<file path="config.mk">
export PLATFORM = sky130hd
export DESIGN_NAME = trap_arbiter
export DESIGN_NICKNAME = d
export VERILOG_FILES = /design/src/rtl/trap_arbiter.sv
export SDC_FILE = /design/constraint.sdc
export NUM_CORES = 1
export LEC_CHECK = 0
export ABC_AREA = 1
export BUFFER_PORTS_ARGS = -buffer_cell sky130_fd_sc_hd__buf_2
export CAP_MARGIN = 20
export CORE_MARGIN = 10
export CORE_UTILIZATION = 50
export DETAILED_ROUTE_END_ITERATION = 8
export PLACE_DENSITY = 0.87
export SLEW_MARGIN = 10
export SYNTH_ARGS = -nofsm -noshare
export SYNTH_HDL_FRONTEND = slang
export SYNTH_SLANG_ARGS = --single-unit
</file>
<file path="constraint.sdc">
create_clock -name clk -period 3.55 [get_ports clk]
set_clock_uncertainty 0.2 [all_clocks]
set_input_delay 0.1775 -clock clk [delete_from_list [all_inputs] [get_ports clk]]
set_output_delay 0.1775 -clock clk [all_outputs]
set_load 0.03 [all_outputs]
</file>
<file path="src/rtl/trap_arbiter.sv">
// trap_arbiter: front-end controller for the machine-mode trap handler.
// Arbitrates exceptions, mret and machine interrupts in IDLE, runs the
// pipeline flush handshake, issues one exc_en/irq_en pulse per trap and
// waits (bounded) for trap_taken. mret is followed by a settle cycle with
// no arbitration.
// Optional feature macro: TRAP_ARBITER_NMI_EN (adds nmi_req, highest priority).
module trap_arbiter #(
    parameter int unsigned TAKEN_TIMEOUT = 8,
    parameter int unsigned XLEN          = 64
) (
    input  logic            clk,
    input  logic            rst_n,
    input  logic            exc_valid,
    input  logic [3:0]      exc_code_in,
    input  logic [XLEN-1:0] exc_val_in,
    input  logic [XLEN-1:0] exc_pc,
    input  logic [XLEN-1:0] cur_pc,
    input  logic [2:0]      mip_in,
    input  logic [2:0]      mie_in,
    input  logic            mstatus_mie,
    input  logic            mret_req,
    input  logic            flush_ack,
    input  logic            trap_taken,
`ifdef TRAP_ARBITER_NMI_EN
    input  logic            nmi_req,
`endif
    output logic            flush_req,
    output logic            exc_en,
    output logic            irq_en,
    output logic [3:0]      exc_code,
    output logic [3:0]      irq_code,
    output logic [XLEN-1:0] exc_val,
    output logic [XLEN-1:0] irq_val,
    output logic [XLEN-1:0] pc_addr,
    output logic            mret,
    output logic            busy,
    output logic            timeout_err
);

    // ISSUE is the cycle between flush completion and the pulse;
    // MRET carries the mret pulse, MRET_HOLD is the settle cycle after it.
    typedef enum logic [2:0] {
        S_IDLE, S_FLUSH, S_ISSUE, S_WAIT_TAKEN, S_MRET, S_MRET_HOLD
    } state_t;

    state_t          state, state_n;
    logic            lat_irq, lat_irq_n;
    logic [3:0]      lat_code, lat_code_n;
    logic [XLEN-1:0] lat_val, lat_val_n;
    logic [XLEN-1:0] lat_pc, lat_pc_n;
    logic [7:0]      cnt, cnt_n;

    logic            flush_req_n, exc_en_n, irq_en_n, mret_n, timeout_err_n;
    logic [3:0]      exc_code_n, irq_code_n;
    logic [XLEN-1:0] exc_val_n, pc_addr_n;

    logic [2:0]      irq_pend;
    assign irq_pend = mip_in & mie_in & {3{mstatus_mie}};

`ifdef TRAP_ARBITER_NMI_EN
    logic nmi_d, nmi_pend, lat_nmi, lat_nmi_n, nmi_clr;

    // NMI rising-edge capture; pending clears when its irq_en issues
    always_ff @(posedge clk) begin
        if (!rst_n) begin
            nmi_d    <= 1'b0;
            nmi_pend <= 1'b0;
            lat_nmi  <= 1'b0;
        end else begin
            nmi_d   <= nmi_req;
            lat_nmi <= lat_nmi_n;
            if (nmi_req && !nmi_d)
                nmi_pend <= 1'b1;
            else if (nmi_clr)
                nmi_pend <= 1'b0;
        end
    end
`endif

    // State, latches and registered outputs
    always_ff @(posedge clk) begin
        if (!rst_n) begin
            state       <= S_IDLE;
            lat_irq     <= 1'b0;
            lat_code    <= '0;
            lat_val     <= '0;
            lat_pc      <= '0;
            cnt         <= '0;
            flush_req   <= 1'b0;
            exc_en      <= 1'b0;
            irq_en      <= 1'b0;
            exc_code    <= '0;
            irq_code    <= '0;
            exc_val     <= '0;
            irq_val     <= '0;
            pc_addr     <= '0;
            mret        <= 1'b0;
            busy        <= 1'b0;
            timeout_err <= 1'b0;
        end else begin
            state       <= state_n;
            lat_irq     <= lat_irq_n;
            lat_code    <= lat_code_n;
            lat_val     <= lat_val_n;
            lat_pc      <= lat_pc_n;
            cnt         <= cnt_n;
            flush_req   <= flush_req_n;
            exc_en      <= exc_en_n;
            irq_en      <= irq_en_n;
            exc_code    <= exc_code_n;
            irq_code    <= irq_code_n;
            exc_val     <= exc_val_n;
            irq_val     <= '0;
            pc_addr     <= pc_addr_n;
            mret        <= mret_n;
            busy        <= (state_n != S_IDLE);
            timeout_err <= timeout_err_n;
        end
    end

    // Arbitration, handshake sequencing and next-output computation
    always_comb begin
        state_n       = state;
        lat_irq_n     = lat_irq;
        lat_code_n    = lat_code;
        lat_val_n     = lat_val;
        lat_pc_n      = lat_pc;
        cnt_n         = cnt;
        flush_req_n   = 1'b0;
        exc_en_n      = 1'b0;
        irq_en_n      = 1'b0;
        exc_code_n    = '0;
        irq_code_n    = '0;
        exc_val_n     = '0;
        pc_addr_n     = '0;
        mret_n        = 1'b0;
        timeout_err_n = timeout_err;
`ifdef TRAP_ARBITER_NMI_EN
        lat_nmi_n     = lat_nmi;
        nmi_clr       = 1'b0;
`endif
        case (state)
            S_IDLE: begin
`ifdef TRAP_ARBITER_NMI_EN
                if (nmi_pend) begin
                    lat_irq_n   = 1'b1;
                    lat_nmi_n   = 1'b1;
                    lat_code_n  = 4'd0;
                    lat_val_n   = '0;
                    lat_pc_n    = cur_pc;
                    flush_req_n = 1'b1;
                    state_n     = S_FLUSH;
                end else
`endif
                if (exc_valid) begin
                    lat_irq_n   = 1'b0;
                    lat_code_n  = exc_code_in;
                    lat_val_n   = exc_val_in;
                    lat_pc_n    = exc_pc;
                    flush_req_n = 1'b1;
                    state_n     = S_FLUSH;
`ifdef TRAP_ARBITER_NMI_EN
                    lat_nmi_n   = 1'b0;
`endif
                end else if (mret_req) begin
                    mret_n  = 1'b1;
                    state_n = S_MRET;
                end else if (|irq_pend) begin
                    lat_irq_n   = 1'b1;
                    lat_code_n  = irq_pend[2] ? 4'd11 : (irq_pend[0] ? 4'd3 : 4'd7);
                    lat_val_n   = '0;
                    lat_pc_n    = cur_pc;
                    flush_req_n = 1'b1;
                    state_n     = S_FLUSH;
`ifdef TRAP_ARBITER_NMI_EN
                    lat_nmi_n   = 1'b0;
`endif
                end
            end
            S_FLUSH: begin
                if (flush_ack)
                    state_n = S_ISSUE;
                else
                    flush_req_n = 1'b1;
            end
            S_ISSUE: begin
                if (lat_irq) begin
                    irq_en_n   = 1'b1;
                    irq_code_n = lat_code;
                end else begin
                    exc_en_n   = 1'b1;
                    exc_code_n = lat_code;
                    exc_val_n  = lat_val;
                end
                pc_addr_n = lat_pc;
                cnt_n     = '0;
                state_n   = S_WAIT_TAKEN;
`ifdef TRAP_ARBITER_NMI_EN
                nmi_clr   = lat_nmi;
`endif
            end
            S_WAIT_TAKEN: begin
                if (trap_taken) begin
                    state_n = S_IDLE;
                end else if (cnt == 8'(TAKEN_TIMEOUT - 1)) begin
                    timeout_err_n = 1'b1;
                    state_n       = S_IDLE;
                end else begin
                    cnt_n = cnt + 8'd1;
                end
            end
            S_MRET:      state_n = S_MRET_HOLD;
            S_MRET_HOLD: state_n = S_IDLE;
            default:     state_n = S_IDLE;
        endcase
    end

endmodule

</file>
Word level (Yosys, flattened, before mapping)

Index checks and enable logic that the tools add are counted.

Input bits: 209
Logic and storage cells: 75
Bits in registers: 286
Output and inout bits: 206

Muxes and demuxes: 32
Bitwise gates (word level): 6
$add $sub $neg: 1
Equality and inequality tests: 8
Reduce and logical (&&, ||, !) cells: 12

Operator list:

| operator                                                        | count |
|---|---|
| 64-bit 2-to-1 mux                                               | 6 |
| 3-bit 2-to-1 mux                                                | 7 |
| 4-bit 2-to-1 mux                                                | 4 |
| 8-bit 2-to-1 mux                                                | 2 |
| 8-bit case mux with 2 select lines                              | 1 |
| 3-bit case mux with 5 select lines                              | 1 |
| 3-bit AND reduction                                             | 4 |
| 1-bit 2-to-1 mux                                                | 10 |
| 3-bit OR reduction                                              | 3 |
| 8-bit by 1-bit adder with 8-bit output, second input constant   | 1 |
| 8-bit by 3-bit == test with 1-bit output, second input constant | 1 |
| 3-bit AND                                                       | 2 |
| 3-bit by 2-bit == test with 1-bit output, second input constant | 2 |
| 2-bit != test, second input constant                            | 3 |
| 1-bit NOT                                                       | 4 |
| 2-bit nonzero test                                              | 2 |
| 3-bit by 1-bit == test with 1-bit output, second input constant | 1 |
| 3-bit == test, second input constant                            | 1 |
| 3-bit zero test                                                 | 1 |
| 3-bit nonzero test                                              | 1 |
| 1-bit case mux with 2 select lines                              | 1 |
| 2-bit AND reduction                                             | 1 |

Longest topological paths before layout

Depth after elaboration: 8
Gate-level depth with buffers: 11
Gate-level depth less buffers: 9

Least setup slack after synthesis

Ideal clock, no wire load.

Path kind: register to register
Start: register cnt[0]
End: register busy
Required time: 3237 ps
Library setup time: 113 ps
Clock period less this slack: 1678 ps
Arrival time: 1365 ps
Cell stages (with the launch flop): 9
Path slack: 1872 ps
Path buffers: 0
Cell sequence: dfxtp_1 > ha_1 > nand3_1 > nor2_1 > nor2_1 > nor2_1 > nand3_1 > nand2_1 > nand2_1

Cells in the longest elaborated chain, start to end: 5

Ends and longest elaborated chain:

| what                                     | RTL line | text |
|---|---|---|
| from (decl)                              | 51       | `logic [7:0] cnt, cnt_n;` |
| from (signal assigned)                   | 106      | `cnt <= cnt_n;` |
| 8-bit by 3-bit == test with 1-bit output | 205      | `end else if (cnt == 8'(TAKEN_TIMEOUT - 1)) begin` |
| 3-bit 2-to-1 mux                         | 205      |  |
| 3-bit 2-to-1 mux                         | 203      | `if (trap_taken) begin` |
| 3-bit case mux with 5 select lines       | 142      | `case (state)` |
| 3-bit nonzero test                       | 116      | `busy <= (state_n != S_IDLE);` |
| to (signal assigned)                     | 116      |  |
| to (decl)                                | 36       | `output logic busy,` |

Every way passes these cells.
A chain may end at the register's enable or synchronous reset.

Worst setup path after layout

Start: register state[0]
End: register lat_val[21]

Cells in the longest elaborated chain, start to end: 2

Ends and longest elaborated chain:

| what                          | RTL line | text |
|---|---|---|
| from (decl)                   | 46       | `state_t state, state_n;` |
| from (signal assigned)        | 101      | `state <= state_n;` |
| 3-bit zero test               | 142      |  |
| 3-bit AND reduction (no line) | --       |  |
| to (signal assigned)          | 104      | `lat_val <= lat_val_n;` |
| to (decl)                     | 49       | `logic [XLEN-1:0] lat_val, lat_val_n;` |

Every way passes these cells.

==> impl_metrics.toml <==
[power_and_ir_drop]
clockPowerShare = 0.371
pwr-share-seq = 0.435
power.leakage_nw = 7.094
pwr-share-comb = 0.194
ir_drop_mv = 0.3521
p_int_w = 0.005774
cellPowerDensity_mw_per_mm2 = 534.0
p_sw_w = 0.002410
swShare = 0.2945

[synthesis]
synth_cell_types = 25
synth_xor_area_frac = 0.001630
syn_avg_cell_area_um2 = 8.311
ys_top_cells_by_area = "dfxtp_1, a21oi_1, mux2i_1, nor2_1, nand2_1"
syn_inst = 1293
synthSimpleGateAreaFrac = 0.1998
synth_top_family_by_area = "simple AND/OR/NAND/NOR gates"
synth_top_area_share = 0.5328
synthAdderAreaFrac = 0.001164
synthMuxAreaShare = 0.05961
yosysWarnings = 0
yosys.area.top_type = "dfxtp_1"
seq_area_frac_synth = 0.5328
synth_compound_area_frac = 0.06671
ys_ff_latch = 286
synthesis.area_mm2 = 0.01075

[critical_path]
crit_slowest_cell = "buf_4"
critPathKind = "reg -> reg"
endpoint_kind = "register"
worst_ep_required_time_ps = 3790
crit_chain = "nor2_1 -> nand2_1 -> nor2_4 -> nand2_4 -> buf_4 -> nand2_1 -> a21oi_1"
start_kind = "register"
cp_common_cell = "nand2_1"
max_stage_delay_ps = 580
cp.arrival_ps = 2760
cp_max_fo = 53
cp.buffers_inverters = 1
critical-path-top-delay-family = "simple AND/OR/NAND/NOR gates"

[sta]
slew_violations = 0
rsz0062_at_grt = "no"
whs_ps = 43.60
setup-tns-final_ps = 0
worst_pin_slew_ps = 814.0
hold_viol = 0
period_minus_slack_ps = 2517
relSlewSlack = 0.4573
max_freq_mhz = 397.4
fin_crit_sh = 0.7089
setup_violations = 0

[die]
initial_core_util = 0.5096
dieHeight_um = 166.6
top_level_ports = 415
dieArea_mm2 = 0.02776
core.rowCount = 53
fp.dieW_um = 166.6
coreArea_mm2 = 0.02109

[grt]
gr-total-overflow = 0
grt_start_max_net_pins = 132
grt_usage = 0.2875
grt_pass1_vias = 11950
antenna_found_initial = 15
grt_pass1_wl_mm = 65.11

[finish]
drive_gt1_frac = 0.2314
area_growth_pct = 42.60
nets = 2008

[detailed_routing]
dr.pass1.iters = 6
vias_per_cell = 5.397
wire_per_inst_um = 20.29
post-route-drc-count = 0
drt_iter0_drc = 1322
vias = 11380
routed_wl_mm = 42.80
ant_nets = 0

[clock_tree]
cts_tree = "built"
clock_path_buffers = 3
clk_pin_slew_ps = 60
ctsResizeCount = 0
cts_buffers = 28
cts.sinks = 286
root_buffer = "clkbuf_16"
clk_latency_ps = 530
post-cts-setup-buffers = 0
cts_max_level = 1

[run_status]
status = "finished clean"

[worst_hold_path]
min_path_type = "in -> reg"

[placement]
io_buffers = 350
dp_hpwl_mm = 22.89
gp_congestion = 0.8588

[job]
cap_violations = 0
==> cell usage after synthesis (all sizes together) <==
library cell,n
dfxtp,286
nor2,174
nand2,164
inv,154
a21oi,138
buf,130
nand3,84
nand4,65
mux2i,64
clkbuf,21
o21ai,4
nor3,2
nor4,2
xor2,2
a31oi,1
conb,1
ha,1
==> worst min-delay path: cells and delay by family <==
family / cells / cell delay, ps
and+or+nand+nor: 2 / 220
AOI/OAI and AO/OA: 2 / 230
buffers and inverters: 1 / 90
==> layout make-up <==
class	count	area (um^2)
clock buffers	42	874.6
clock inverters	9	83.83
well taps	275	344.1
repair buffers	563	3892
inverters	154	578.1
fillers	1297	5763
multi-input cells	765	3789
flip-flops and latches	286	5725
diodes	15	37.54
==> power groups by stage <==
stage / sequential, W / combinational (W) / clock, W
6_report: 0.00356 / 0.00159 / 0.00304
5_1_grt: 0.00357 / 0.00171 / 0.00319
4_1_cts: 0.00354 / 0.00148 / 0.00303
3_5_place_dp: 0.00360 / 0.00127 / 0
3_3_place_gp: 0.00359 / 0.00123 / 0
2_1_floorplan: 0.00364 / 0.000939 / 0
==> metrics by stage <==
step	util	worst slack (ps)	power, W	cell area, um^2	cells
2_1_floorplan	-	1872	0.004576	10980	1356
3_3_place_gp	0.5828	869.6	0.004826	12290	1841
3_5_place_dp	0.5828	736.5	0.004872	12290	1841
4_1_cts	0.7236	1163	0.008044	15260	2093
5_1_grt	0.7266	932.5	0.008475	15320	2108
6_report	0.7267	1033	0.008184	15320	2109
==> sequential cells by signal, summed over array words and instances (netlist names), 3 cells and up <==
| signal | flops |
|---|---|
| lat_code | 4 |
| lat_pc | 64 |
| exc_val | 64 |
| exc_code | 4 |
| pc_addr | 64 |
| lat_val | 64 |
| cnt | 8 |
| irq_code | 4 |
| state | 3 |
==> layout by cell type, fill, tap and decap left out, types with 4 or more instances in the layout <==
| cell type | netlist | routed |
|---|---|---|
| mux2i_1 | 64 | 64 |
| conb_1 | 1 | 64 |
| dfxtp_1 | 286 | 286 |
| nand2_1 | 163 | 163 |
| nand4_1 | 64 | 64 |
| buf_2 | 54 | 349 |
| inv_2 | 4 | 5 |
| a21oi_1 | 138 | 138 |
| o21ai_0 | 4 | 4 |
| clkbuf_8 | 0 | 10 |
| inv_1 | 150 | 149 |
| diode_2 | 0 | 15 |
| nor2_1 | 170 | 170 |
| clkbuf_16 | 0 | 29 |
| dlygate4sd3_1 | 0 | 201 |
| nand3_1 | 84 | 84 |
| buf_4 | 66 | 10 |
| clkinv_2 | 0 | 5 |
==> what timing repair did <==
item | CTS | global route
endpoints found under the setup margin | 0 | 0
hold buffers | 201 | 0
hold endpoints to repair | 141 | 0
==> layer usage <==
layer  vias to the layer above  track usage  part of all wire
met4                         0       0.2478             0.095
li1                       5013            -                 -
met3                       282      0.07767             0.089
met5                         -            0                 0
met1                      5214       0.2897              0.34
met2                       874       0.4852              0.48
==> final timing paths <==
check	start	endpoint	slack (ps)	cells after the start
max	state[0]$_SDFF_PN0_	lat_val[21]$_SDFFE_PN0P_	1030	7
min	exc_code_in[3]	lat_code[3]$_SDFFE_PN0P_	40	5
max reg2reg	state[0]$_SDFF_PN0_	lat_val[21]$_SDFFE_PN0P_	1030	7
min reg2reg	lat_val[8]$_SDFFE_PN0P_	exc_val[8]$_SDFF_PP0_	230	2
==> cells by family after synthesis <==
logic type	after synthesis
mux	64
fa+ha+maj	1
xor+xnor	2
buf+inv	305
flops	286
simple gates	491
other cells	1
compound gates	143
Note: power is estimated with default switching activity, not from simulation.
